--- src/rtl/cmp_arbiter_pkg.sv ---
// Shared definitions for the two-requester compare arbiter:
// result flag bit positions and the response-register state.
package cmp_arbiter_pkg;

    localparam int FLAG_SLT = 3;
    localparam int FLAG_EQ  = 2;
    localparam int FLAG_ULT = 1;
    localparam int FLAG_OVF = 0;
    localparam int FLAG_W   = 4;

    typedef enum logic {
        EMPTY = 1'b0,
        FULL  = 1'b1
    } state_t;

endpackage

--- src/rtl/cmp_flags_unit.sv ---
// Combinational subtract/compare: a-b plus signed/unsigned
// less-than, equality and signed-overflow flags.
module cmp_flags_unit
    import cmp_arbiter_pkg::*;
#(
    parameter int WIDTH = 32
) (
    input  logic [WIDTH-1:0]  i_a,
    input  logic [WIDTH-1:0]  i_b,
    output logic [WIDTH-1:0]  o_diff,
    output logic [FLAG_W-1:0] o_flags
);

    logic [WIDTH:0] w_sub;
    logic           w_ovf;

    // Extra MSB of the widened subtraction is the unsigned borrow
    assign w_sub  = {1'b0, i_a} - {1'b0, i_b};
    assign o_diff = w_sub[WIDTH-1:0];
    assign w_ovf  = (i_a[WIDTH-1] != i_b[WIDTH-1]) &&
                    (w_sub[WIDTH-1] != i_a[WIDTH-1]);

    always_comb begin
        o_flags           = '0;
        o_flags[FLAG_SLT] = $signed(i_a) < $signed(i_b);
        o_flags[FLAG_EQ]  = (i_a == i_b);
        o_flags[FLAG_ULT] = w_sub[WIDTH];
        o_flags[FLAG_OVF] = w_ovf;
    end

endmodule

--- src/rtl/cmp_arbiter.sv ---
// Round-robin arbiter feeding a one-deep compare result register.
// Define CMP_ARBITER_STATS_EN to add per-requester grant counters.
module cmp_arbiter
    import cmp_arbiter_pkg::*;
#(
    parameter int WIDTH = 32
) (
    input  logic              clk,
    input  logic              rst_n,
    input  logic              req0_valid,
    input  logic [WIDTH-1:0]  req0_a,
    input  logic [WIDTH-1:0]  req0_b,
    output logic              req0_ready,
    input  logic              req1_valid,
    input  logic [WIDTH-1:0]  req1_a,
    input  logic [WIDTH-1:0]  req1_b,
    output logic              req1_ready,
`ifdef CMP_ARBITER_STATS_EN
    output logic [15:0]       grant_cnt0,
    output logic [15:0]       grant_cnt1,
`endif
    output logic              rsp_valid,
    input  logic              rsp_ready,
    output logic              rsp_id,
    output logic [WIDTH-1:0]  rsp_diff,
    output logic [FLAG_W-1:0] rsp_flags
);

    state_t             r_state;
    state_t             w_state_nxt;
    logic               r_last;
    logic               r_id;
    logic [WIDTH-1:0]   r_diff;
    logic [FLAG_W-1:0]  r_flags;

    logic               w_ok;
    logic               w_pick1;
    logic               w_g0;
    logic               w_g1;
    logic               w_grant;
    logic [WIDTH-1:0]   w_a;
    logic [WIDTH-1:0]   w_b;
    logic [WIDTH-1:0]   w_diff;
    logic [FLAG_W-1:0]  w_flags;

    // rst_n gating keeps both readys low throughout reset
    assign w_ok    = rst_n && ((r_state == EMPTY) || rsp_ready);
    assign w_pick1 = req1_valid && (!req0_valid || !r_last);
    assign w_g0    = w_ok && req0_valid && !w_pick1;
    assign w_g1    = w_ok && w_pick1;
    assign w_grant = w_g0 || w_g1;

    assign w_a = w_pick1 ? req1_a : req0_a;
    assign w_b = w_pick1 ? req1_b : req0_b;

    cmp_flags_unit #(
        .WIDTH (WIDTH)
    ) u_flags (
        .i_a     (w_a),
        .i_b     (w_b),
        .o_diff  (w_diff),
        .o_flags (w_flags)
    );

    always_comb begin
        w_state_nxt = r_state;
        if (w_grant) begin
            w_state_nxt = FULL;
        end else if (r_state == FULL && rsp_ready) begin
            w_state_nxt = EMPTY;
        end
    end

    always_ff @(posedge clk or negedge rst_n) begin
        if (!rst_n) begin
            r_state <= EMPTY;
            r_last  <= 1'b1;
            r_id    <= 1'b0;
            r_diff  <= '0;
            r_flags <= '0;
        end else begin
            r_state <= w_state_nxt;
            if (w_grant) begin
                r_last  <= w_pick1;
                r_id    <= w_pick1;
                r_diff  <= w_diff;
                r_flags <= w_flags;
            end
        end
    end

`ifdef CMP_ARBITER_STATS_EN
    logic [15:0] r_cnt0;
    logic [15:0] r_cnt1;

    always_ff @(posedge clk or negedge rst_n) begin
        if (!rst_n) begin
            r_cnt0 <= '0;
            r_cnt1 <= '0;
        end else begin
            if (w_g0) r_cnt0 <= r_cnt0 + 16'd1;
            if (w_g1) r_cnt1 <= r_cnt1 + 16'd1;
        end
    end

    assign grant_cnt0 = r_cnt0;
    assign grant_cnt1 = r_cnt1;
`endif

    assign req0_ready = w_g0;
    assign req1_ready = w_g1;
    assign rsp_valid  = (r_state == FULL);
    assign rsp_id     = r_id;
    assign rsp_diff   = r_diff;
    assign rsp_flags  = r_flags;

endmodule

--- config.mk ---
export PLATFORM = sky130hd
export DESIGN_NAME = cmp_arbiter
export DESIGN_NICKNAME = d
export VERILOG_FILES = /design/src/rtl/cmp_arbiter_pkg.sv /design/src/rtl/cmp_flags_unit.sv /design/src/rtl/cmp_arbiter.sv
export SDC_FILE = /design/constraint.sdc
export NUM_CORES = 1
export LEC_CHECK = 0
export ABC_AREA = 1
export CAP_MARGIN = 15
export CORE_MARGIN = 2
export CORE_UTILIZATION = 47
export CTS_BUF_LIST = sky130_fd_sc_hd__clkbuf_4
export CTS_CLUSTER_SIZE = 28
export DETAILED_ROUTE_END_ITERATION = 10
export HOLD_SLACK_MARGIN = 0.05
export PLACE_DENSITY = 0.95
export SYNTH_ARGS = -nofsm -noshare
export SYNTH_HDL_FRONTEND = slang
export SYNTH_SLANG_ARGS = --single-unit
--- constraint.sdc ---
create_clock -name clk -period 3.4 [get_ports clk]
set_clock_uncertainty 0.15 [all_clocks]
set_input_delay 0.85 -clock clk [delete_from_list [all_inputs] [get_ports clk]]
set_output_delay 0.85 -clock clk [all_outputs]
set_load 0.01 [all_outputs]
======== Word level (Yosys, flattened, before mapping) ========
Index checks and enable logic that the tools add are counted.
word-level totals
  output and inout port bits .............. 40
  logic and storage cells ................. 29
  flip-flop bits (word level) ............. 39
cells by class
  $lt $le $gt $ge ......................... 1
  reductions and logical operators ........ 14
  multiplexer cells ....................... 4
  bitwise operators ....................... 1
  add/sub/neg operators ................... 1
  eq/ne operators ......................... 3
operators by type and width
  cell                                            number
  32-bit two-way mux                              2
  32-bit by 32-bit subtractor with 33-bit output  1
  32-bit == test                                  1
  32-bit less-than comparator                     1
  1-bit logical AND                               7
  1-bit zero test                                 3
  1-bit logical OR                                3
  1-bit two-way mux                               2
  1-bit != test                                   2
  2-bit nonzero test                              1
  1-bit NOT                                       1

======== Depth between registers and ports, before layout ========
Gate-level depths: netlist (run 1).
  depth in word-level cells ............... 7
  mapped depth ............................ 19
  mapped depth without buffers ............ 18

======== Modules after synthesis ========
A second synthesis (run 1) with hierarchy kept.
unflattened totals
  cell total of the unflattened synthesis .. 855
  area total of the unflattened synthesis .. 4921.0 um2
by module, submodules not included
  module          area each (um2)  cells each  times used
  cmp_flags_unit  2464.9           474         1
  cmp_arbiter     2456.1           381         1

======== Least setup slack after synthesis (run 1) ========
No wires, ideal clock.
  kind .................................... input-to-reg
  start point ............................. input req0_valid
  end point ............................... register r_diff[14] (netlist: rsp_diff[14])
  arrival ................................. 2855 ps
  buffers on the path ..................... 2
  cell stages on the path ................. 16
  slack ................................... 277 ps
  library setup time ...................... 117 ps
  path through ............................ nand2_1 nand2_1 buf_2 buf_2 nand2_1 nand2_1 ha_1 inv_1 fa_1 nand2_1 nand3_2 nand2_1 nand2_1 or2_2 nand3_1 nand2_1
between the ends
  word-level cells in the longest chain between the ends .. 6
ends and longest elaborated chain
  element                                                                                                 RTL line           RTL
  start: declaration                                                                                      cmp_arbiter.sv:10  input logic req0_valid,
  parallel branches: the longest is 6 deep, another holds 32-bit by 32-bit subtractor with 33-bit output  --
  end signal: assignment                                                                                  cmp_arbiter.sv:86  r_diff <= w_diff;
  end: declaration                                                                                        cmp_arbiter.sv:33  logic [WIDTH-1:0] r_diff;
Parallel ways; which one is timed is not known.
A chain may end at the register's enable or synchronous reset.

======== Final worst setup path (run 1) ========
  start point ............................. input req0_valid
  end point ............................... register r_diff[21] (netlist: rsp_diff[21])
The elaborated chain is that of the path after synthesis.

==> results of run 1 <==
## cells by family (layout without fill, tap and decap cells)
kind of cell / Yosys count / after routing / share of synthesized area
flops: 39 / 39 / 0.2080
xor+xnor: 13 / 13 / 0.02423
simple gates: 506 / 506 / 0.4312
buf+inv: 154 / 391 / 0.1270
mux: 32 / 32 / 0.06818
fa+ha+maj: 33 / 33 / 0.08948
compound gates: 46 / 46 / 0.05193
other cells: 0 / 1 / 0
## how the worst max path moves through the flow
| stage | startpoint | to | slack (ps) |
|---|---|---|---|
| 4_1_cts | req0_valid | req1_ready | 10 |
| 5_1_grt | req0_valid | rsp_diff[25]$_DFFE_PN0P_ | -50 |
| 6_report | req0_valid | rsp_diff[21]$_DFFE_PN0P_ | 60 |
| 3_5_place_dp | req0_valid | rsp_diff[21]$_DFFE_PN0P_ | -300 |
| 3_3_place_gp | req0_valid | rsp_flags[0]$_DFFE_PN0P_ | -170 |
| 2_1_floorplan | req0_valid | rsp_diff[14]$_DFFE_PN0P_ | 280 |
## timing repair
item,CTS,global route
endpoints found under the setup margin,0,19
buffers inserted,0,4
gates resized for setup,0,32
endpoints found under the hold margin,0,0
## worst max-delay path: stages
cell	delay, ps
clkdlybuf4s50_1	480
nand2_1	100
nand2_4	120
buf_12	160
buf_4	140
mux2i_1	280
ha_4	270
nand2_1	130
inv_1	60
nand2_1	110
nand3_2	120
nand2_1	100
nand2_2	90
nand2_1	110
nand2_1	70
nand2_1	60
nand3_1	130
nand2_1	100
## metal layers
metal	vias up	wire (um)	GRT usage	share of wire
met5	-	0	0	0
met2	336	7997	0.4977	0.50
li1	2976	-	-	-
met3	33	1302	0.02318	0.082
met1	2744	6287	0.3460	0.40
met4	0	305	0.09363	0.019
## area by class of cell
class                      instances  area (sq um)
multi-input combinational        630          3272
fill                             700          2379
timing repair buffer             246          2342
sequential                        39         977.2
inverter                         137         514.2
tap                              133         166.4
clock inverter                     3         38.79
clock buffer                       5         37.54
antenna                            1         2.502
## sequential cells by signal, summed over array words and instances, names as in the netlist
name and flops:
r_last 1, rsp_diff 32, rsp_flags 4, rsp_id 1, rsp_valid 1
## layout by cell type (no fill, tap or decap), types with 2 or more instances in the layout
cell,count
nand2_1,388
o21bai_1,3
clkdlybuf4s50_1,170
a21oi_2,6
ha_4,4
nor2_1,35
buf_4,69
dfrtp_1,38
xnor2_1,12
mux2i_4,2
nand3_2,2
o21ai_0,16
mux2i_1,29
a21oi_1,15
inv_1,136
nand2_2,10
or2_2,2
clkbuf_4,5
ha_1,27
and2_1,6
nand3_1,42
nand4_1,6
buf_12,4
o21ai_1,5
nor3_1,2
nor2_2,10
## power breakdown
group	leakage, uW	switching (uW)	internal (uW)
sequential	0.000477	109	636
combinational	0.00359	1110	1070
clock	0.0000426	163	151
total	0.00411	1380	1860
## through the flow
step                setup slack [ps]  total power [uW]  cells  cell area, sq um
global route                  -45.73              3471   1194              7351
CTS                            14.82              3121   1188              7146
finish                         61.09              3235   1194              7351
floorplan                      277.2              1792    823              4698
detailed placement            -298.6              2812   1180              7069
global placement              -174.3              2740   1180              7069
==> impl_results.md, run 1 <==
* Clk root buf: clkbuf_4
* Core Region at approximately 0.0097 sq mm
* Max-cap violations at 0
* Nature of the critical path startpoint: input pin
* Sequential element share of the synthesized area at 0.2080
* CTS H-tree depth at 2
* HP Class: reg2reg
* Synth top area share at 0.3148
* Share of post-route cells with drive strength above 1 at 0.1179
* PortBufs at 172
* Via Count at 6089
* Post-synth ARST share at 1.000
* Crit share post-route at 0.9820
* VDD IR max at between 0.2 and 0.3 mV
* Synthesized flop and latch total at 39
* Setup TNS at 0 ps
* HPWL after detailed placement at 12.90 mm
* Synthesized area at 0.004698 sq mm
* Leading post-synthesis cells by cell area: nand2_1 (31%), dfrtp_1 (20%), inv_1 (11%)
* Hold Crit Start: r_last$_DFFE_PN1P_
* Final core utilization at 0.7555
* Worst skew pair latency at approximately 350 ps
* Clock transition at the registers of the reported paths at 120 ps
* Die Y at 104.0 um
* Routed WL at roughly 16 mm
* Final Wtd Congestion at a little over 1
* DRC viols at 0
* Slew Limit Fails at 0
* Mean post-synth cell area at 5.709 sq um
* P per Cell Area at 440.2 mW/mm^2
* Max-slew headroom at 0.6763
* Post-synth EDFFs at 0
* Worst Tran Pin Value at 485.5 ps
* Ports at around 170
* Fmax at 299.5 MHz
* Final setup fails at 0
* Status: finished, final reports clean
* Largest net degree at the start of global routing at a little over 40
* Cell Rows at 36
* Initial antenna violation count at 1
* Leak at about 0.0041 uW
* Synth top cells by count: nand2_1 (394), inv_1 (136), nand3_1 (42), nor2_1 (42), dfrtp_1 (38)
* Minimum clock period at about 3300 ps
* Die ar. at 0.01081 sq mm
* Vias per cell at approximately 5.1
* RR Endpoint: rsp_diff[21]$_DFFE_PN0P_
* GR Overflow Total at 0
* Hold depth at 2
* Synthesized instance count at 823
* Reg-to-reg slack, setup at 500 ps
* Initial Util at 0.4829
* WHS Endpoint: r_last$_DFFE_PN1P_
* Sink Count at 39
* Unique masters post-synth at 28
* Most frequent cell after synthesis: nand2_1
* Nets@finish at 1225
* DIE WIDTH at 104.0 um
* First drt pass iteration count at 7
* Syn_nets at ~1000
* Reg-to-reg startpoint: r_last$_DFFE_PN1P_
* CP Capture Type: flip-flop
* Final hold violations at 0
* Critical path data arrival time at roughly 3500 ps
* Prevailing post-synth register cell: dfrtp_1
* Hold buffers post-CTS at 0
* Clk buf depth at 2
* Synth-to-Final Area Change at 56.46%
* Wire per inst at roughly 13 um
* Num CTS Buffers at 5
* Final hold slack at between 300 and 400 ps
* CTS tree: yes
* Initial DRC Count at 503
* GRT Total Usage at 0.2762
* Vias in the first global route at 5707
* Kind of critical path: in2reg
* R2R depth at 17
* Max Fanout on Critical Path at 14
* First-pass GRT wire length at 25.05 mm
* Synth area leader: nand2_1
* Detail Route Antenna Nets at 0
* Synth warnings at 0
* CP required at 3540 ps
(Power assumes the default switching activity.)
==> run 2: changes to the inputs <==
- PLACE_DENSITY: 0.95 -> 0.84
==> impl_results.md, run 2 (synthesis gave the netlist of run 1 again) <==
* Status: finished with violations
* Failing checks: DRC
* Fmax at 300.4 MHz (+0.30%)
* Sink Count at 39 (unchanged)
* Share of post-route cells with drive strength above 1 at 0.1343 (+0.01633)
* Vias per cell at 4.813 (-5.6%)
* Final setup fails at 0 (unchanged)
* Via Count at 5843 (-4.0%)
* CP max stage delay at 420 ps (-60 ps)
* Ports at 173 (unchanged)
* Num CTS Buffers at 5 (unchanged)
* Max FFs per register at 32 (unchanged)
* CTS H-tree depth at 2 (unchanged)
* Clk buf depth at 2 (unchanged)
* CP Capture Type: output port
* P per Cell Area at 435.7 mW/mm^2 (-1.0%)
* Critical Path Slowest Stage Cell: clkdlybuf4s50_1
* Kind of critical path: in2out
* GRT Total Usage at 0.2764 (about the same)
* Max-cap violations at 0 (unchanged)
* Detail Route Antenna Nets at 0 (unchanged)
* Initial DRC Count at 347 (-31%)
* Leak at 0.004190 uW (+2.0%)
* Commonest cells after routing, fill and taps aside: nand2_1 (387), clkdlybuf4s50_1 (169), inv_1 (136)
* Final Instance Area at 0.007471 sq mm (+1.6%)
* Nature of the critical path startpoint: input pin
* Placement Cell Area at 0.007222 sq mm (+2.2%)
* PortBufs at 172 (unchanged)
* Clk root buf: clkbuf_4
* Max-slew headroom at 0.6684 (-0.007952)
* CP startpoint: req0_valid
* Worst Tran Pin Value at 497.4 ps (+11.93 ps)
* Worst skew pair latency at 350 ps (about the same)
* Reg-to-reg startpoint: r_last$_DFFE_PN1P_
* Final core utilization at 0.7679 (+0.01235)
* CTS tree: yes
* Routed WL at 15.69 mm (-1.3%)
* Final hold violations at 0 (unchanged)
* Core Region at 0.009729 sq mm (unchanged)
* Die Y at 104.0 um (unchanged)
* Cell Rows at 36 (unchanged)
* DRC viols at 1 (+1)
* Final Wtd Congestion at 0.9260 (-10%)
* HPWL after detailed placement at 13.06 mm (+1.3%)
* Wire per inst at 12.92 um (-2.9%)
* Initial Util at 0.4829 (unchanged)
* Max Fanout on Critical Path at 12 (-2)
* First-pass GRT wire length at 24.72 mm (-1.3%)
* Die ar. at 0.01081 sq mm (unchanged)
* Critical path data arrival time at 2330 ps (-1150 ps)
* DIE WIDTH at 104.0 um (unchanged)
* Synth-to-Final Area Change at 59.01%
* Slew Limit Fails at 0 (unchanged)
* Initial antenna violation count at 1 (unchanged)
* HP Class: reg2reg
* Vias in the first global route at 5438 (-4.7%)
* Commonest non-fill, non-tap cell in the layout: nand2_1
* GR Overflow Total at 0 (unchanged)
* Final hold slack at 328.5 ps (-15.93 ps)
* RSZ-0062 raised after global routing: true
* VDD IR max at 0.2306 mV (-13%)
* Minimum clock period at 3329 ps (-9.869 ps)
* Post-place setup slack at -257.9 ps (+40.67 ps)
* Largest net degree at the start of global routing at 40 (-2.4%)
* Crit path setup slack, layout at 70.96 ps (+9.869 ps)
* Crit path cell chain: clkdlybuf4s50_1, nand2_1, nand2_4, buf_12, clkbuf_16, buf_4, nor2_1, clkdlybuf4s15_1
* First drt pass iteration count at 9 (+2)
* Nets@finish at 1245 (+1.6%)
* Crit share post-route at 0.9791 (-0.002903)
* Hold Crit Start: r_last$_DFFE_PN1P_
* CP required at 2400 ps (-1140 ps)
* Setup TNS at 0 ps (unchanged)
* Clock transition at the registers of the reported paths at 110 ps (about the same)
[run 2: cell count changes in the layout (fill, tap and decap cells not counted), moves of 2 or more]
cell	delta
buf_4	+19
ha_1	+3
mux2i_2	+3
a21oi_2	-2
ha_4	-2
mux2i_4	-2
nor3_1	-2
nor3_2	+2
[run 2: power by group]
group,internal (uW),switching [uW]
combinational,1100,1110
clock,151,162
sequential,636,104
[run 2: per-stage QoR]
| stage | std cells | power, uW |
|---|---|---|
| finish | 1214 | 3255 |
| global route | 1214 | 3503 |
| CTS | 1210 | 3164 |
| detailed placement | 1202 | 2855 |
| global placement | 1202 | 2811 |
| floorplan | 823 | 1792 |
[run 2: metal layers]
metal,track usage,wire length [um],share of wire,vias up
met2,0.4760,7328,0.47,257
met4,0.05888,243,0.015,0
met1,0.3714,6825,0.44,2556
met5,0,0,0,-
met3,0.03509,1292,0.082,17
li1,-,-,-,3013
[run 2: critical path: cells and delay by family]
kind	cells	cell delay, ps
AND/OR/NAND/NOR	3	330
buffers and inverters	5	1140
[run 2: timing repair]
action                                  in CTS  in global routing
gates cloned                                 0                  1
endpoints found under the setup margin       2                 24
buffers inserted                             0                  2
resized for setup                            2                 31
pin swaps                                    0                  6
hold buffers                                 0                  0
[run 2: path summary, 6_finish.rpt]
kind / slack [ps] / endpoint / cells past startpoint
setup / recovery: 70 / req1_ready / 8
hold / removal: 330 / r_last$_DFFE_PN1P_ / 2
setup reg to reg: 520 / rsp_flags[1]$_DFFE_PN0P_ / 16
hold reg to reg: 330 / r_last$_DFFE_PN1P_ / 2
max in group asynchronous: 2350 / r_last$_DFFE_PN1P_ / 2
min in group asynchronous: 390 / rsp_flags[3]$_DFFE_PN0P_ / 2
[run 2: final cells by class]
type,count,area [sq um]
Clock buffer,5,37.54
Antenna cell,1,2.502
Inverter,137,514.2
Tap cell,133,166.4
Fill cell,770,2258
Multi-Input combinational cell,630,3242
Clock inverter,3,38.79
Sequential cell,39,977.2
Timing Repair Buffer,266,2492
==> run 3: changes to the inputs <==
- MAX_ROUTING_LAYER: default -> met4
==> impl_results.md, run 3 (synthesis gave the netlist of run 1 again) <==
* Share of post-route cells with drive strength above 1 at 0.1848 (+0.05051)
* Grt met1 use at 0.3921 (+0.02077)
* Initial DRC Count at 388 (+12%)
* CTS H-tree depth at 2 (unchanged)
* Nets@finish at 1242 (-0.24%)
* Initial Util at 0.4829 (unchanged)
* Design Power at 3532 uW (+8.5%)
* Vias in the first global route at 5464 (+0.48%)
* Max-slew headroom at 0.6723 (+0.003889)
* P_int at 2070 uW (+9.9%)
* Multi-input logic area at 0.003618 sq mm (+12%)
* Flop pwr share at 0.211 (-0.016)
* Clock share of power at 0.112 (+0.016)
* Clk root buf: clkbuf_4
* Met2 GRT Util at 0.4751 (-0.0009398)
* NetSw at 1461 uW (+6.5%)
* Via Count at 6001 (+2.7%)
* Switching part of the total power at 0.4138 (-0.007609)
* HP Class: reg2reg
* Gr busiest metal: met2
* Placement Cell Area at 0.007154 sq mm (-0.94%)
* Final core utilization at 0.8130 (+0.04514)
* Max-cap violations at 0 (unchanged)
* Status: finished with violations
* DRC viols at 0 (-1)
* GRT Total Usage at 0.2907 (+0.01430)
* Final setup fails at 1 (+1)
* Sink Count at 39 (unchanged)
* CP required at 2400 ps (about the same)
* First drt pass iteration count at 5 (-4)
* Fmax at 291.6 MHz (-2.9%)
* Filler Cells Inserted at 669 (-13%)
* Largest net degree at the start of global routing at 40 (unchanged)
* Vias per cell at 4.960 (+3.0%)
* GR Overflow Total at 0 (unchanged)
* Nature of the critical path startpoint: input pin
* Kind of critical path: in2out
* Crit path setup slack, layout at -29.48 ps (-100.4 ps)
* Commonest non-fill, non-tap cell in the layout: nand2_1
* Met3 usage at 0.03885 (+0.003759)
* # diodes at 0 (-1)
* Cell Rows at 36 (unchanged)
* Final Wtd Congestion at 0.9645 (+4.2%)
* Final Instance Area at 0.007910 sq mm (+5.9%)
* Final hold violations at 0 (unchanged)
* HPWL after detailed placement at 13.22 mm (+1.2%)
* Worst skew pair latency at 340 ps (about the same)
* CP Capture Type: output port
* FF+latch area at 977.2 sq um (unchanged)
* P per Cell Area at 446.5 mW/mm^2 (+2.5%)
* First-pass GRT wire length at 25.23 mm (+2.1%)
* VDD IR max at 0.2454 mV (+6.5%)
* CTS tree: yes
* Max FFs per register at 32 (unchanged)
* Slew Limit Fails at 0 (unchanged)
* Synth-to-Final Area Change at 68.36%
* Clk buf depth at 2 (unchanged)
* Post-place setup slack at -277.9 ps (-20.06 ps)
* Num CTS Buffers at 5 (unchanged)
* Clock transition at the registers of the reported paths at 110 ps (about the same)
* Die ar. at 0.01081 sq mm (unchanged)
* Minimum clock period at 3429 ps (+100.4 ps)
* PortBufs at 172 (unchanged)
* Commonest cells after routing, fill and taps aside: nand2_1 (370), clkdlybuf4s50_1 (169), inv_1 (133)
* Worst Tran Pin Value at 491.6 ps (-5.833 ps)
* Wire per inst at 14.17 um (+9.7%)
* Failing checks: setup timing
* Critical path data arrival time at 2430 ps (+100 ps)
* Max Fanout on Critical Path at 15 (+3)
* DIE WIDTH at 104.0 um (unchanged)
* Detail Route Antenna Nets at 0 (unchanged)
* Die Y at 104.0 um (unchanged)
* Routed WL at 17.15 mm (+9.3%)
* Core Region at 0.009729 sq mm (unchanged)
* Initial antenna violation count at 0 (-1)
* Comb pwr share at 0.677 (about the same)
* Ports at 173 (unchanged)
* Crit share post-route at 1.009 (+0.02954)
* Leak at 0.004223 uW (+0.78%)
* Setup TNS at -29.48 ps (-29.48 ps)
==> run 3: cell count changes in the layout (fill, tap and decap cells not counted), sizes merged <==
cell,before,now
clkbuf,6,9
inv,137,136
dlymetal6s2s,0,1
clkinvlp,0,1
dlygate4sd2,1,0
bufinv,1,2
clkinv,2,0
diode,1,0
buf,94,89
==> run 3: cell type report <==
class,instances,area share
Multi-Input combinational cell,630,0.4574
Timing Repair Buffer,263,0.3192
Sequential cell,39,0.1235
Inverter,137,0.06549
Tap cell,133,0.02104
Clock inverter,2,0.007593
Clock buffer,6,0.005694
==> run 3: final timing paths <==
path	from	cells past startpoint	endpoint	slack, ps
worst max-delay path	req1_valid	7	req1_ready	-30
worst min-delay path	r_last$_DFFE_PN1P_	2	r_last$_DFFE_PN1P_	340
worst max register to register	r_last$_DFFE_PN1P_	19	rsp_diff[28]$_DFFE_PN0P_	480
worst min register to register	r_last$_DFFE_PN1P_	2	r_last$_DFFE_PN1P_	340
max in group asynchronous	rst_n	2	r_last$_DFFE_PN1P_	2350
min in group asynchronous	rst_n	2	rsp_diff[28]$_DFFE_PN0P_	390
==> run 3: timing repair <==
item,in CTS,in global routing
hold buffers,0,0
pin swaps,0,21
gates resized for setup,1,98
cloned,0,3
setup buffers,0,6
setup endpoints to repair,1,26
==> run 3: critical path: stages <==
cell	delay, ps
clkdlybuf4s50_1	500
nand2_4	100
buf_12	140
clkbuf_16	170
buf_4	170
nor2_1	200
clkdlybuf4s15_1	280
==> run 3: power by group through the flow <==
stage	sequential, uW	clock (uW)	combinational (uW)
after global placement	743	0	2050
final	745	396	2390
after global routing	767	411	2610
after detailed placement	752	0	2090
after floorplan	814	0	978
after CTS	742	398	2100
==> run 3: metrics by stage <==
stage | hold WS [ps] | std cells
2_1_floorplan | 293.5 | 823
3_3_place_gp | 304.6 | 1193
3_5_place_dp | 316.8 | 1193
4_1_cts | 334.6 | 1201
5_1_grt | 355.7 | 1210
6_report | 344.7 | 1210
==> run 3: metal layers <==
metal / vias up / wire, um
met5: - / 0
met4: 0 / 342
met3: 34 / 1233
met2: 245 / 8266
met1: 2700 / 7307
li1: 3022 / -
==> patch, RTL diff (config.mk and constraints of run 3) <==
Put one more register stage on the output `rsp_flags`, cleared by the reset. The value now appears one clock later. The other outputs are not delayed to match.
--- a/src/rtl/cmp_arbiter.sv
+++ b/src/rtl/cmp_arbiter.sv
@@ -112,7 +112,13 @@
     assign rsp_valid  = (r_state == FULL);
     assign rsp_id     = r_id;
     assign rsp_diff   = r_diff;
-    assign rsp_flags  = r_flags;
+    always_ff @(posedge clk or negedge rst_n) begin
+        if (!rst_n) begin
+            rsp_flags <= '0;
+        end else begin
+            rsp_flags <= r_flags;
+        end
+    end
 
 endmodule
 
Function: changed (Yosys sat finds a counterexample within 4 cycles, from zero or initial values and one cycle with rst_n low).
==> patch against run 3 <==
  * Worst hold slack got worse by 110 ps
  * Total power decreased by 11%
  * Largest cell class unchanged
  * Final area fell by 8.0%
  * Clock power fell by 32%
  * Sequential cell count up 4
  * Routed wire length is 18% lower
  * Sequential share of layout area increased by 2.5 points
  * Cell count decreased by 2.3%
  * Worst setup slack gained 170 ps
  * Die area up 2.1%
  * Critical endpoint unchanged
  * Via count decreased by 5.0%
  * Register-to-register slack improved by 90 ps
  * Area after synthesis up 2.2%
==> patch: results (changes against run 3) <==
run status completed; XOR/XNOR Fraction of Synth Area 0.02189 (-0.002348); M1 wire length 6724 µm (-8.0%); met3 wire length 677 µm (-45%); Comb pwr share 0.659 (-0.018); Clock power frac 0.085 (-0.027); largest cells by area after synthesis nand2_1, dfrtp_1, inv_1, ha_1, mux2i_1; placed instance area 0.007139 mm² (-0.21%); Internal 0.001816 W (-12%); grt met2 use 0.4365 (-0.03864); Post-Synth Adder-Cell Area 0.08755 (-0.001935); Synth cell types 31 (+11%); syn_area_per_cell 5.856 µm² (+2.6%); global-route wire length before repair 23910 µm (-5.3%); Vias/cell 4.825 (-2.7%); HPWL after DPL 12100 µm (-8.5%); LEAKAGE 4.071 nW (-3.6%); routed len/inst 11.95 µm (-16%); top cells by count, synth nand2_1, inv_1, dfrtp_1; IR drop worst, VDD 0.2776 mV (+13%); Placer Congestion 0.9390 (-2.6%); largest net degree at the start of global routing 44 (+10%); PostCTS Resize Cnt 0 (-1); met3 Use GR 0.02246 (-0.01639); clock-pin slew on the worst setup and hold paths 130 ps (+20 ps); number of global-route vias before repair 5290 (-3.2%); crit path max fanout 14 (-1)
patch: logic make-up (layout without fill, tap and decap cells):
family,after synthesis,after routing
compound gates,45,45
xor+xnor,12,12
fa+ha+maj,33,33
buf+inv,146,375
flops,43,43
mux,32,32
simple gates,509,509
patch: path summary, 6_finish.rpt:
kind | cells past startpoint | slack (ps) | startpoint | to
max in group asynchronous | 2 | 2260 | rst_n | rsp_diff[24]
hold reg to reg | 0 | 240 | r_flags[0] | rsp_flags[0]
hold / removal | 0 | 240 | r_flags[0] | rsp_flags[0]
min in group asynchronous | 2 | 460 | rst_n | rsp_diff[18]
setup / recovery | 6 | 140 | req0_valid | req1_ready
setup reg to reg | 15 | 570 | r_last | r_flags[1]
patch: final cells by class:
cell class	count	area, µm²
clock buffer	6	45.04
clock inverter	2	12.51
fill	851	2587
inverter	129	484.2
multi-input combinational	631	3217
sequential	43	1077
tap	133	166.4
timing repair buffer	238	2275
